### src/rtl/fmc_dvidp_i2c_master.sv
// fmc_dvidp_i2c_master
// Hardware I2C master for single-register transactions on the FMC-DVI/DP bus.
// The requester supplies device/register/data with a REQ pulse; the block runs
// START, address, register, data (or repeated-START and read) and STOP, then
// pulses DONE with NACK status. SCL is driven open-loop (no clock stretching).
// Optional feature macro: I2C_READ_EN adds the register-read path
// (RSTART/DEVR/RDATA states and RD_DAT). Without it every request is a write.
module fmc_dvidp_i2c_master #(
   parameter int unsigned CLK_DIV = 250
) (
   input  logic       CLK,
   input  logic       RESET_N,
   input  logic       REQ,
   input  logic       REQ_RD,
   input  logic [6:0] DEV_ADR,
   input  logic [7:0] REG_ADR,
   input  logic [7:0] WR_DAT,
   output logic       BUSY,
   output logic       DONE,
   output logic       NACK,
   output logic [7:0] RD_DAT,
   output logic       SCL_OUT,
   output logic       SDA_OUT,
   input  logic       SDA_IN
);

   typedef enum logic [3:0] {
      ST_IDLE,
      ST_START,
      ST_DEVW,
      ST_REG,
      ST_DATA,
`ifdef I2C_READ_EN
      ST_RSTART,
      ST_DEVR,
      ST_RDATA,
`endif
      ST_STOP,
      ST_DONE
   } state_t;

   localparam logic [15:0] DIV_LAST = 16'(CLK_DIV - 32'd1);

   // Bus drive for a given slot state/phase/bit; returns {scl, sda}, 1 = released.
   function automatic logic [1:0] bus_drive(input state_t st, input logic [1:0] qtr,
                                            input logic [3:0] bit_idx, input logic [7:0] tx);
      logic [1:0] drv;
      logic       scl_hi;
      logic       dat;
      scl_hi = (qtr == 2'd1) || (qtr == 2'd2);
      if (bit_idx == 4'd8) begin
         dat = 1'b1;
      end else begin
         dat = tx[3'd7 - bit_idx[2:0]];
      end
      drv = 2'b11;
      case (st)
         ST_START: begin
            case (qtr)
               2'd0, 2'd1: drv = 2'b11;
               2'd2:       drv = 2'b10;
               default:    drv = 2'b00;
            endcase
         end
         ST_STOP: begin
            case (qtr)
               2'd0:    drv = 2'b00;
               2'd1:    drv = 2'b10;
               default: drv = 2'b11;
            endcase
         end
`ifdef I2C_READ_EN
         ST_RSTART: begin
            case (qtr)
               2'd0:    drv = 2'b01;
               2'd1:    drv = 2'b11;
               2'd2:    drv = 2'b10;
               default: drv = 2'b00;
            endcase
         end
         ST_DEVR:  drv = {scl_hi, dat};
         ST_RDATA: drv = {scl_hi, 1'b1};
`endif
         ST_DEVW, ST_REG, ST_DATA: drv = {scl_hi, dat};
         default: drv = 2'b11;
      endcase
      return drv;
   endfunction

   state_t      state_q, state_d;
   logic [15:0] div_q, div_d;
   logic [1:0]  qtr_q, qtr_d;
   logic [3:0]  bit_q, bit_d;
   logic        err_q, err_d;
   logic [6:0]  dev_q;
   logic [7:0]  reg_q;
   logic [7:0]  wdat_q;
   logic        ack_q;
   logic        busy_q, done_q, nack_q, scl_q, sda_q;
   logic [7:0]  rdat_q;

   logic        accept_s;
   logic        tick_s;
   logic        slot_end_s;
   logic        last_bit_s;
   logic        byte_st_s;
   logic        sample_s;
   logic        rd_req_s;
   logic [7:0]  tx_s;
   logic [1:0]  drv_s;

`ifdef I2C_READ_EN
   logic        rd_q;
   logic [7:0]  shd_q;
   assign rd_req_s = rd_q;
`else
   logic        unused_req_rd_s;
   assign unused_req_rd_s = REQ_RD;
   assign rd_req_s        = 1'b0;
`endif

   assign accept_s   = REQ && ((state_q == ST_IDLE) || (state_q == ST_DONE));
   assign tick_s     = (div_q == DIV_LAST);
   assign slot_end_s = tick_s && (qtr_q == 2'd3);
   assign last_bit_s = (bit_q == 4'd8);
`ifdef I2C_READ_EN
   assign byte_st_s  = (state_q == ST_DEVW) || (state_q == ST_REG) || (state_q == ST_DATA) ||
                       (state_q == ST_DEVR) || (state_q == ST_RDATA);
`else
   assign byte_st_s  = (state_q == ST_DEVW) || (state_q == ST_REG) || (state_q == ST_DATA);
`endif
   assign sample_s   = byte_st_s && (qtr_q == 2'd1) && tick_s;

   // Next-state: slot sequencing, phase/bit counters and ACK-miss tracking
   always_comb begin
      state_d = state_q;
      div_d   = div_q;
      qtr_d   = qtr_q;
      bit_d   = bit_q;
      err_d   = err_q;
      case (state_q)
         ST_IDLE, ST_DONE: begin
            div_d = 16'd0;
            qtr_d = 2'd0;
            bit_d = 4'd0;
            if (accept_s) begin
               state_d = ST_START;
               err_d   = 1'b0;
            end else begin
               state_d = ST_IDLE;
            end
         end
         default: begin
            if (tick_s) begin
               div_d = 16'd0;
               qtr_d = qtr_q + 2'd1;
            end else begin
               div_d = div_q + 16'd1;
            end
            if (slot_end_s) begin
               bit_d = 4'd0;
               case (state_q)
                  ST_START: state_d = ST_DEVW;
                  ST_DEVW: begin
                     if (!last_bit_s) begin
                        bit_d = bit_q + 4'd1;
                     end else if (ack_q) begin
                        err_d   = 1'b1;
                        state_d = ST_STOP;
                     end else begin
                        state_d = ST_REG;
                     end
                  end
                  ST_REG: begin
                     if (!last_bit_s) begin
                        bit_d = bit_q + 4'd1;
                     end else if (ack_q) begin
                        err_d   = 1'b1;
                        state_d = ST_STOP;
                     end else begin
`ifdef I2C_READ_EN
                        state_d = rd_req_s ? ST_RSTART : ST_DATA;
`else
                        state_d = ST_DATA;
`endif
                     end
                  end
                  ST_DATA: begin
                     if (!last_bit_s) begin
                        bit_d = bit_q + 4'd1;
                     end else begin
                        err_d   = err_q | ack_q;
                        state_d = ST_STOP;
                     end
                  end
`ifdef I2C_READ_EN
                  ST_RSTART: state_d = ST_DEVR;
                  ST_DEVR: begin
                     if (!last_bit_s) begin
                        bit_d = bit_q + 4'd1;
                     end else if (ack_q) begin
                        err_d   = 1'b1;
                        state_d = ST_STOP;
                     end else begin
                        state_d = ST_RDATA;
                     end
                  end
                  ST_RDATA: begin
                     if (!last_bit_s) begin
                        bit_d = bit_q + 4'd1;
                     end else begin
                        state_d = ST_STOP;
                     end
                  end
`endif
                  ST_STOP: state_d = ST_DONE;
                  default: state_d = ST_IDLE;
               endcase
            end else begin
               state_d = state_q;
            end
         end
      endcase
   end

   // Byte presented on the bus in the upcoming slot, then pin drive for that slot
   always_comb begin
      tx_s = 8'hFF;
      case (state_d)
         ST_DEVW: tx_s = {dev_q, 1'b0};
         ST_REG:  tx_s = reg_q;
         ST_DATA: tx_s = wdat_q;
`ifdef I2C_READ_EN
         ST_DEVR: tx_s = {dev_q, 1'b1};
`endif
         default: tx_s = 8'hFF;
      endcase
      drv_s = bus_drive(state_d, qtr_d, bit_d, tx_s);
   end

   // State and bit-timing counters
   always_ff @(posedge CLK or negedge RESET_N) begin
      if (!RESET_N) begin
         state_q <= ST_IDLE;
         div_q   <= 16'd0;
         qtr_q   <= 2'd0;
         bit_q   <= 4'd0;
         err_q   <= 1'b0;
      end else begin
         state_q <= state_d;
         div_q   <= div_d;
         qtr_q   <= qtr_d;
         bit_q   <= bit_d;
         err_q   <= err_d;
      end
   end

   // Request capture and SDA sampling at the end of P1
   always_ff @(posedge CLK or negedge RESET_N) begin
      if (!RESET_N) begin
         dev_q  <= 7'd0;
         reg_q  <= 8'd0;
         wdat_q <= 8'd0;
         ack_q  <= 1'b0;
`ifdef I2C_READ_EN
         rd_q   <= 1'b0;
         shd_q  <= 8'd0;
`endif
      end else begin
         if (accept_s) begin
            dev_q  <= DEV_ADR;
            reg_q  <= REG_ADR;
            wdat_q <= WR_DAT;
`ifdef I2C_READ_EN
            rd_q   <= REQ_RD;
`endif
         end
         if (sample_s) begin
            ack_q <= SDA_IN;
         end
`ifdef I2C_READ_EN
         if (sample_s && (state_q == ST_RDATA) && !last_bit_s) begin
            shd_q <= {shd_q[6:0], SDA_IN};
         end
`endif
      end
   end

   // Registered handshake, status and pin outputs
   always_ff @(posedge CLK or negedge RESET_N) begin
      if (!RESET_N) begin
         busy_q <= 1'b0;
         done_q <= 1'b0;
         nack_q <= 1'b0;
         scl_q  <= 1'b1;
         sda_q  <= 1'b1;
         rdat_q <= 8'h00;
      end else begin
         busy_q <= (state_d != ST_IDLE) && (state_d != ST_DONE);
         done_q <= (state_d == ST_DONE);
         scl_q  <= drv_s[1];
         sda_q  <= drv_s[0];
         if (accept_s) begin
            nack_q <= 1'b0;
         end else if (state_d == ST_DONE) begin
            nack_q <= err_q;
         end
`ifdef I2C_READ_EN
         if ((state_q == ST_STOP) && (state_d == ST_DONE) && rd_req_s && !err_q) begin
            rdat_q <= shd_q;
         end
`endif
      end
   end

   assign BUSY    = busy_q;
   assign DONE    = done_q;
   assign NACK    = nack_q;
   assign RD_DAT  = rdat_q;
   assign SCL_OUT = scl_q;
   assign SDA_OUT = sda_q;

endmodule
### config.mk
export PLATFORM = sky130hd
export DESIGN_NAME = fmc_dvidp_i2c_master
export DESIGN_NICKNAME = d
export VERILOG_FILES = /design/src/rtl/fmc_dvidp_i2c_master.sv
export SDC_FILE = /design/constraint.sdc
export NUM_CORES = 1
export LEC_CHECK = 0
export ABC_CLOCK_PERIOD_IN_PS = 2700
export CELL_PAD_IN_SITES_DETAIL_PLACEMENT = 1
export CELL_PAD_IN_SITES_GLOBAL_PLACEMENT = 1
export CORE_UTILIZATION = 39
export CTS_BUF_LIST = sky130_fd_sc_hd__clkbuf_4 sky130_fd_sc_hd__clkbuf_8
export CTS_CLUSTER_SIZE = 14
export DETAILED_ROUTE_END_ITERATION = 8
export PLACE_DENSITY = 0.88
export SYNTH_ARGS = -nofsm -noshare
export SYNTH_HDL_FRONTEND = slang
export SYNTH_SLANG_ARGS = --single-unit
### constraint.sdc
create_clock -name CLK -period 2.7 [get_ports CLK]
set_clock_uncertainty 0.15 [all_clocks]
set_input_delay 0.54 -clock CLK [delete_from_list [all_inputs] [get_ports CLK]]
set_output_delay 0.54 -clock CLK [all_outputs]
set_load 0.01 [all_outputs]
==> metrics <==
io pins between 40 and 50; slowest stage delay, CP about 0.45 ns; clock buffer depth 2; CP Data Arrival Time 3.07 ns; Initial DRC Count about 130; Critical Path End Type flop; Post-synth EDFFs 0; RR Startpoint div_q[1]; vias per cell around 5.4; chip width roughly 92 µm; worst setup path startpoint REQ; worst-path fanout max 5; vias in the first global route a little over 3000; Synthesis Warnings 8; hold crit path type input pin to asynchronous set/reset pin; final critical-path share of the clock period 110%; fin crit period 2.98 ns; # setup viols final 2; Non-Filler Instances around 530; first-pass GRT wire length 16100 µm; port buffer count 31; share of cells above drive strength 1 25.3%; family with the most delay on the worst path compound AO/OA/AOI/OAI gates; drt drc 0; RSZ-0062 raised after global routing yes; Ant. Diodes 0; commonest non-fill, non-tap cells in the layout nand2_1 (89), dfrtp_1 (54), buf_4 (53), nor2_1 (30), clkdlybuf4s50_1 (30); clock root cell clkbuf_8; largest net degree at the start of global routing 34; Setup CP Type input pin to flop; dominant synthesized flop cell dfrtp_1; crit path launch type input pin; asr flop ratio synth 100%; cell count after placement between 500 and 600; sequential cell area fraction in the yosys report roughly 45%; antenna-violating nets left 0; final worst slack -0.275 ns; H-tree depth 2; Routed Wire Length between 10000 and 15000 µm; Syn Std Cell Area approximately 0.0031 mm²; top-area cell type share of the netlist area between 40% and 50%; clock sinks 56; failing checks setup timing; final net count about 470; Max Cap Viol 0; Worst-Skew Late Latency 0.31 ns; Power per Cell Area a little under 500 mW/mm²; wire length per cell a little over 20 µm; Die Area roughly 0.0084 mm²; FP Rows 32; placed inst area around 0.0038 mm²; Final Cell Area 0.00415 mm²; synthesis-to-layout area growth 32.4%; Avg Cell Area, Syn about 9.0 µm²; clock slew at reported path FFs 0.10 ns; Reg2Reg Setup Slack -0.26 ns; Lkg Pwr approximately 0.002 µW; overall global routing resource usage 25.0%; WP data required ~2.8 ns; slowest CP cell clkdlybuf4s50_1; slew margin rel. 60.0%; Die Ht just over 90 µm; GP Congestion 0.869; Pre-antenna DRT Iters 6; number of distinct library cells after synthesis about 60; status finished, violations left; worst reg2reg path depth 12; Core Footprint 0.00773 mm²; CP cell instances clkdlybuf4s50_1, nor3b_1, buf_4, and2_1, buf_4, a211oi_1, o21ai_1, nand2_1, a211oi_2, nor4b_4, o31ai_2, o21ai_1; DP Worst Slack -0.406 ns; final HPWL from detailed placement about 6500 µm; Fmax around 0.34 GHz; Final Hold Vio Count 0; antenna violations before repair 0; cell taking the most area after synthesis dfrtp_1; cells after synthesis between 300 and 400; most common cell after layout, fill and taps aside nand2_1; initial core utilization between 40 and 50%; Seq cells post-synth between 50 and 60; Fin Hold WS approximately 0.073 ns; Hold-fix buffers, CTS 0; Buf/Inv on CP 3; worst slew pin tran 0.600 ns; CTS tree done; CP endpoint SDA_OUT; grt ovf 0; dominant cells by area after synthesis dfrtp_1 (43%), nand2_1 (11%), nor2_1 (4.0%); Crit path depth 12; Crit Reg-Reg Endpoint SDA_OUT; post-layout util between 50% and 60%; Inserted Clock Buffers 5; maximum VDD drop between 300 and 400 µV; final slew viol count 0; vias 2863
-- power breakdown --
group          internal (µW)  leakage (µW)  switching, µW  total (µW)
combinational            195       0.00117            256         451
clock                    230     0.0000523            273         503
sequential               968      0.000726           99.6        1070
total                   1390       0.00195            628        2020
-- worst min-delay path by stage --
stage                       to  slack [ns]  cells past startpoint
finish                div_q[9]        0.07                      1
global route        state_q[1]        0.11                      1
CTS                   div_q[9]        0.08                      1
detailed placement    dev_q[5]        0.31                      2
global placement      dev_q[6]        0.30                      2
floorplan                 BUSY        0.09                      0
-- state kept, by name (all words and copies together) (netlist names) --
name     cells
SCL_OUT      1
err_q        1
ack_q        1
bit_q        4
DONE         1
qtr_q        2
NACK         1
state_q      4
reg_q        8
wdat_q       8
BUSY         1
SDA_OUT      1
div_q       16
dev_q        7
-- metal layers --
metal  vias to the layer above  track usage, %  wire, µm
met4                         0            10.3       293
met3                        29            3.90       297
met2                        85            43.3      5600
met1                      1432            30.9      4700
met5                         -               0         0
li1                       1317               -         -
-- stage by stage --
stage	TNS [ns]	total power [µW]
2_1_floorplan	0	1270
3_3_place_gp	-0.616	1430
3_5_place_dp	-0.728	1470
4_1_cts	-0.0876	1980
5_1_grt	-0.666	2110
6_report	-0.312	2020
-- layout make-up --
| cell class | count | area (µm²) |
|---|---|---|
| Fill cell | 892 | 3580 |
| Multi-Input combinational cell | 266 | 1720 |
| Sequential cell | 56 | 1400 |
| Timing Repair Buffer | 88 | 751 |
| Tap cell | 102 | 128 |
| Clock buffer | 8 | 97.6 |
| Inverter | 12 | 45.0 |
-- synthesized netlist by cell type (3+ instances only) --
cell type  number
buf_6           3
a211oi_1        5
nand2_1        89
inv_1          12
o21ai_0         7
clkbuf_1        8
nor4_1          3
buf_4           9
xnor2_1         6
nor3_1          6
ha_1            9
a21oi_1         5
nand2b_1        7
nand3_1        14
nand4_1         4
xor2_1         10
and2_1          5
dfrtp_1        54
mux2_1          3
mux2i_1         3
nor2_1         33
-- logic make-up after synthesis --
group / after synthesis / synth area share (%)
multiplexers: 8 / 2.76
AND/OR/NAND/NOR: 187 / 29.8
other: 1 / 0.120
adder cells (fa/ha/maj): 9 / 3.60
XOR/XNOR: 16 / 4.47
flip-flops: 56 / 44.8
AO/OA/AOI/OAI: 37 / 8.67
buffers and inverters: 33 / 5.79
-- repair_timing --
action,4_1_cts,5_1_grt
gates resized for setup,16,23
pin swaps,6,8
gates cloned,1,1
hold endpoints to repair,0,0
endpoints found under the setup margin,2,4
buffers inserted,5,4
(Power assumes the default switching activity.)
